$ cat src/rtl/imm_pkg.sv
// Shared types and constants for the immediate extender pipeline stage.
package imm_pkg;

    // Default widths used by the core's immediate path.
    localparam int IMM_IN_W  = 16;
    localparam int IMM_OUT_W = 32;
    localparam int IMM_SHAMT = 2;

    // Extension mode carried alongside each immediate from decode.
    typedef logic [1:0] imm_mode_t;

    localparam imm_mode_t MODE_ZERO   = 2'b00;
    localparam imm_mode_t MODE_SIGN   = 2'b01;
    localparam imm_mode_t MODE_UPPER  = 2'b10;
    localparam imm_mode_t MODE_BRANCH = 2'b11;

    // Occupancy state, encoded directly as {skid_valid, out_valid}.
    typedef enum logic [1:0] {
        ST_EMPTY = 2'b00,
        ST_ONE   = 2'b01,
        ST_FULL  = 2'b11
    } pipe_state_t;

endpackage

$ cat src/rtl/imm_ext_core.sv
// Purely combinational immediate extension: zero, sign, upper-load and
// scaled branch offset. Results are truncated to OUT_W.
module imm_ext_core
    import imm_pkg::*;
#(
    parameter int IN_W  = IMM_IN_W,
    parameter int OUT_W = IMM_OUT_W,
    parameter int SHAMT = IMM_SHAMT
) (
    input  logic [IN_W-1:0]  i_imm,
    input  imm_mode_t        i_mode,
    output logic [OUT_W-1:0] o_data
);

    logic [OUT_W-1:0] w_zext;
    logic [OUT_W-1:0] w_sext;
    logic [OUT_W-1:0] w_upper;
    logic [OUT_W-1:0] w_branch;

    // Casts rather than explicit replications keep OUT_W == IN_W legal.
    assign w_zext   = OUT_W'(i_imm);
    assign w_sext   = OUT_W'($signed(i_imm));
    assign w_upper  = w_zext << (OUT_W - IN_W);
    assign w_branch = w_sext << SHAMT;

    // Select the extension for the requested mode.
    always_comb begin
        o_data = w_zext;
        case (i_mode)
            MODE_ZERO:   o_data = w_zext;
            MODE_SIGN:   o_data = w_sext;
            MODE_UPPER:  o_data = w_upper;
            MODE_BRANCH: o_data = w_branch;
            default:     o_data = w_zext;
        endcase
    end

endmodule

$ cat src/rtl/imm_extend_pipe.sv
// Registered immediate extender with valid/ready on both sides. A one-word
// skid register behind the output register gives full throughput while
// in_ready comes straight from a flop.
//
// state    | meaning
// ---------+--------------------------------------------------------------
// ST_EMPTY | nothing held; out_valid=0, in_ready=1
// ST_ONE   | out_data holds a word; skid empty, in_ready=1
// ST_FULL  | out_data and skid both hold words; in_ready=0
module imm_extend_pipe
    import imm_pkg::*;
#(
    parameter int IN_W  = IMM_IN_W,
    parameter int OUT_W = IMM_OUT_W,
    parameter int SHAMT = IMM_SHAMT
) (
    input  logic             clk,
    input  logic             rst,
    input  logic             in_valid,
    output logic             in_ready,
    input  logic [IN_W-1:0]  in_imm,
    input  imm_mode_t        in_mode,
    output logic             out_valid,
    input  logic             out_ready,
    output logic [OUT_W-1:0] out_data
);

    pipe_state_t      r_state;
    logic [OUT_W-1:0] r_out_data;
    logic [OUT_W-1:0] r_skid_data;

    logic [OUT_W-1:0] w_ext;
    logic             w_out_valid;
    logic             w_skid_valid;
    logic             w_accept;
    logic             w_drain;

    // Extension happens on the input side so the skid stores finished data
    // and the FULL->ONE transfer is a plain register copy.
    imm_ext_core #(
        .IN_W  (IN_W),
        .OUT_W (OUT_W),
        .SHAMT (SHAMT)
    ) u_ext (
        .i_imm  (in_imm),
        .i_mode (in_mode),
        .o_data (w_ext)
    );

    assign w_out_valid  = r_state[0];
    assign w_skid_valid = r_state[1];

    assign in_ready  = !w_skid_valid;
    assign out_valid = w_out_valid;
    assign out_data  = r_out_data;

    assign w_accept = in_valid && in_ready;
    assign w_drain  = w_out_valid && out_ready;

    // Occupancy FSM and data registers; reset discards both entries at once.
    always_ff @(posedge clk or posedge rst) begin
        if (rst) begin
            r_state     <= ST_EMPTY;
            r_out_data  <= '0;
            r_skid_data <= '0;
        end else begin
            case (r_state)
                ST_EMPTY: begin
                    if (w_accept) begin
                        r_out_data <= w_ext;
                        r_state    <= ST_ONE;
                    end
                end
                ST_ONE: begin
                    if (w_drain && w_accept) begin
                        r_out_data <= w_ext;
                    end else if (w_drain) begin
                        r_state <= ST_EMPTY;
                    end else if (w_accept) begin
                        r_skid_data <= w_ext;
                        r_state     <= ST_FULL;
                    end
                end
                ST_FULL: begin
                    // in_ready is low here, so only the skid can move forward.
                    if (w_drain) begin
                        r_out_data <= r_skid_data;
                        r_state    <= ST_ONE;
                    end
                end
                default: begin
                    r_state <= ST_EMPTY;
                end
            endcase
        end
    end

    // An unknown mode on a presented immediate is an upstream bug.
    a_mode_known: assert property (@(posedge clk) disable iff (rst)
        in_valid |-> !$isunknown(in_mode));

endmodule
$ cat config.mk
export PLATFORM = sky130hd
export DESIGN_NAME = imm_extend_pipe
export DESIGN_NICKNAME = d
export VERILOG_FILES = /design/src/rtl/imm_pkg.sv /design/src/rtl/imm_ext_core.sv /design/src/rtl/imm_extend_pipe.sv
export SDC_FILE = /design/constraint.sdc
export NUM_CORES = 1
export LEC_CHECK = 0
export ABC_AREA = 1
export BUFFER_PORTS_ARGS = -buffer_cell sky130_fd_sc_hd__buf_2
export CAP_MARGIN = 30
export CORE_ASPECT_RATIO = 2
export CORE_MARGIN = 2
export CORE_UTILIZATION = 60
export CTS_BUF_LIST = sky130_fd_sc_hd__clkbuf_4 sky130_fd_sc_hd__clkbuf_8
export DETAILED_ROUTE_END_ITERATION = 10
export GPL_TIMING_DRIVEN = 0
export MAX_ROUTING_LAYER = met4
export PLACE_DENSITY = 0.84
export REMOVE_ABC_BUFFERS = 1
export SETUP_SLACK_MARGIN = 0.1
export SLEW_MARGIN = 20
export SYNTH_ARGS = -nofsm -noshare
export SYNTH_HDL_FRONTEND = slang
export SYNTH_SLANG_ARGS = --single-unit
export TNS_END_PERCENT = 100
$ cat constraint.sdc
create_clock -name clk -period 4.6 [get_ports clk]
set_input_delay 0.69 -clock clk [delete_from_list [all_inputs] [get_ports clk]]
set_output_delay 0.69 -clock clk [all_outputs]
set_load 0.02 [all_outputs]
==> flow_summary_export.csv <==
group,metric,value,unit
place,dpl_cell_area,3560,um2
synth,synth_most_common_cell,"nand2_1",
timing,final.setup.tns,0,ns
floorplan,initial_utilization,61.8,%
clocking,ctsResizeCount,0,
global_routing,first_global_vias,2847,
finish,final_nets,481,
pwr,p_leak,1.92,nW
flow_run,cap_violations,0,
setup_path,criticalPathCategory,"flip-flop to flip-flop",
hold_path,hold_path_class,"input port to asynchronous set/reset pin",
finish,areaGrowthSynthToFinish,12.4,%
synth,ys_warn_count,0,
floorplan,coreArea,5420,um2
floorplan,num_rows,38,
finish,antenna_cells,0,
synth,synth-async-reset-ratio,100,%
pwr,power.share.clock,16.1,%
pwr,pwr-share-comb,46.4,%
routing,drc_errors,0,
timing,max_clock_freq,444,MHz
synth,yosysTopAreaCellShare,49.3,%
timing,rsz0062_at_grt,"false",
global_routing,grt-ovfl-total,0,
routing,drt.antenna.violating_nets,0,
clocking,cts_tree,"built",
clocking,cts.sinks,66,
global_routing,track_usage,26.5,%
synth,yosysUniqueCellTypes,22,
routing,routed_via_density,5.71,
global_routing,grt_max_degree,64,
clocking,insertion_delay,0.33,ns
clocking,post-cts-setup-buffer-count,0,
synth,synthTopCellsByArea,"dfrtp_1, nand2_1, a31oi_1",
setup_path,path_max_fanout,32,
timing,finalMaxSlewViolations,0,
timing,hold_viol_final,0,
routing,dr_total_vias,2969,
pwr,peakVddDrop,569,uV
routing,drt_iter0_drc,137,
floorplan,ioPinCount,56,
clocking,cts.reportedPaths.clkPinSlew,0.07,ns
pwr,power_density,715,nW/um2
synth,ys_seq_elements,66,
synth,syn-cell-area,3350,um2
clocking,htree_levels,3,
pwr,p_sw,1.18,mW
pwr,p_int,1.52,mW
place,gp_congestion,0.775,
timing,setup_viol,0,
synth,synth_cells,414,
setup_path,cp-start-kind,"flip-flop",
routing,drtPass1Iterations,5,
place,port_buffers,55,
routing,wire_per_inst,14.6,um
timing,slew_headroom,34.2,%
clocking,clock-root-buffer,"clkbuf_8",
timing,min_period,2.25,ns
timing,tightest_slew,0.985,ns
setup_path,crit_path_end_kind,"flip-flop",
synth,synth_edf_count,0,
place,dp_hpwl,4920,um
setup_path,cp.arrival,2.53,ns
synth,synth_top_flop_cell,"dfrtp_1",
pwr,p_seq_share,37.5,%
setup_path,critPathLaunch,"r_state[1]",
synth,synth_top_cell_by_area,"dfrtp_1",
setup_path,r2r_cells,6,
floorplan,die_height,110,um
run_status,outcome,"finished clean",
floorplan,die-area,6230,um2
timing,clock_skew,0.00394,ns
routing,drt-total-wl,7580,um
clocking,cts_buffer_depth,2,
clocking,cts_hold_buf,0,
place,dp_cells,503,
finish,drive_gt1_share,20.2,%
setup_path,cp.required,4.87,ns
finish,stdcell_count,520,
synth,yosys-top-cells-count,"nand2_1, dfrtp_1, nor2_1",
global_routing,grt_pass1_wl,12400,um
timing,fin_crit_sh,49.0,%
global_routing,antenna_found_initial,0,
clocking,cts_buffers,9,
synth,yosysSeqAreaShare,49.3,%
finish,final_area,3770,um2
setup_path,r2r_start,"r_state[1]",
floorplan,fp.dieW,56.8,um
synth,avgSynthCellArea,8.09,um2
pwr,netSwitchingFraction,43.7,%
-- worst max-delay path, cell delays in order (launching register included) --
cell and delay, ns:
dfrtp_1 0.48, inv_2 0.11, ha_1 0.31, or2_1 0.30, a21oi_4 0.71, nand2_1 0.17
nand2_1 0.10
-- final cells by class --
class / count / area (um2)
tap: 60 / 75.1
clock inverter: 3 / 15.0
multi-input combinational: 305 / 1450
timing repair buffer: 59 / 360
inverter: 14 / 55.1
fill: 460 / 1650
sequential: 66 / 1650
clock buffer: 13 / 160
-- stage by stage --
step	hold WS, ns	util (%)	setup slack, ns	power (mW)
after CTS	0.302	69.0	2.34	2.69
after global placement	0.457	64.6	1.46	2.18
after floorplan	0.471	-	2.26	1.88
after global routing	0.316	69.5	2.19	2.91
after detailed placement	0.460	65.7	2.30	2.25
final	0.304	69.5	2.35	2.69
-- layer usage --
layer	up-vias	wire, um	track usage, %	part of all wire [%]
li1	1458	-	-	-
met1	1416	3090	29.6	41
met2	86	4030	46.1	53
met3	9	324	4.47	4.3
met5	-	0	-	0
met4	0	127	11.6	1.7
-- state kept, by name, indices dropped and copies added (netlist names) --
register     count
r_state          2
out_data        32
r_skid_data     32
-- placed cells by master, fill, tap and decap left out, types with 4 or more instances in the layout --
cell / n
o21ai_0: 7
buf_2: 55
a31oi_1: 56
ha_1: 4
nor2_1: 61
inv_1: 7
nand3_1: 34
dfrtp_1: 66
nand2_1: 130
nand2_2: 4
clkbuf_8: 10
inv_2: 6
-- power groups by stage --
stage               clock network (mW)  logic, mW  registers, mW
floorplan                            0      0.718           1.16
global placement                     0       1.17           1.00
detailed placement                   0       1.23           1.02
CTS                              0.438       1.24           1.01
global route                     0.462       1.40           1.05
finish                           0.433       1.25           1.01
-- kinds of logic after synthesis --
group                    after synthesis  synth area share (%)
flip-flops                            66                  49.3
AO/OA/AOI/OAI                         65                  12.1
AND/OR/NAND/NOR                      236                  29.6
buffers and inverters                 43                  7.47
adder cells (fa/ha/maj)                4                  1.49
-- final timing paths --
check	end	slack, ns
min in group clk	out_data[27]	0.47
worst max register to register	out_data[15]	2.35
max in group asynchronous	r_skid_data[8]	3.78
worst max-delay path	out_data[15]	2.35
worst min register to register	out_data[27]	0.47
worst min-delay path	out_data[31]	0.30
Note: power is estimated with default switching activity, not from simulation.
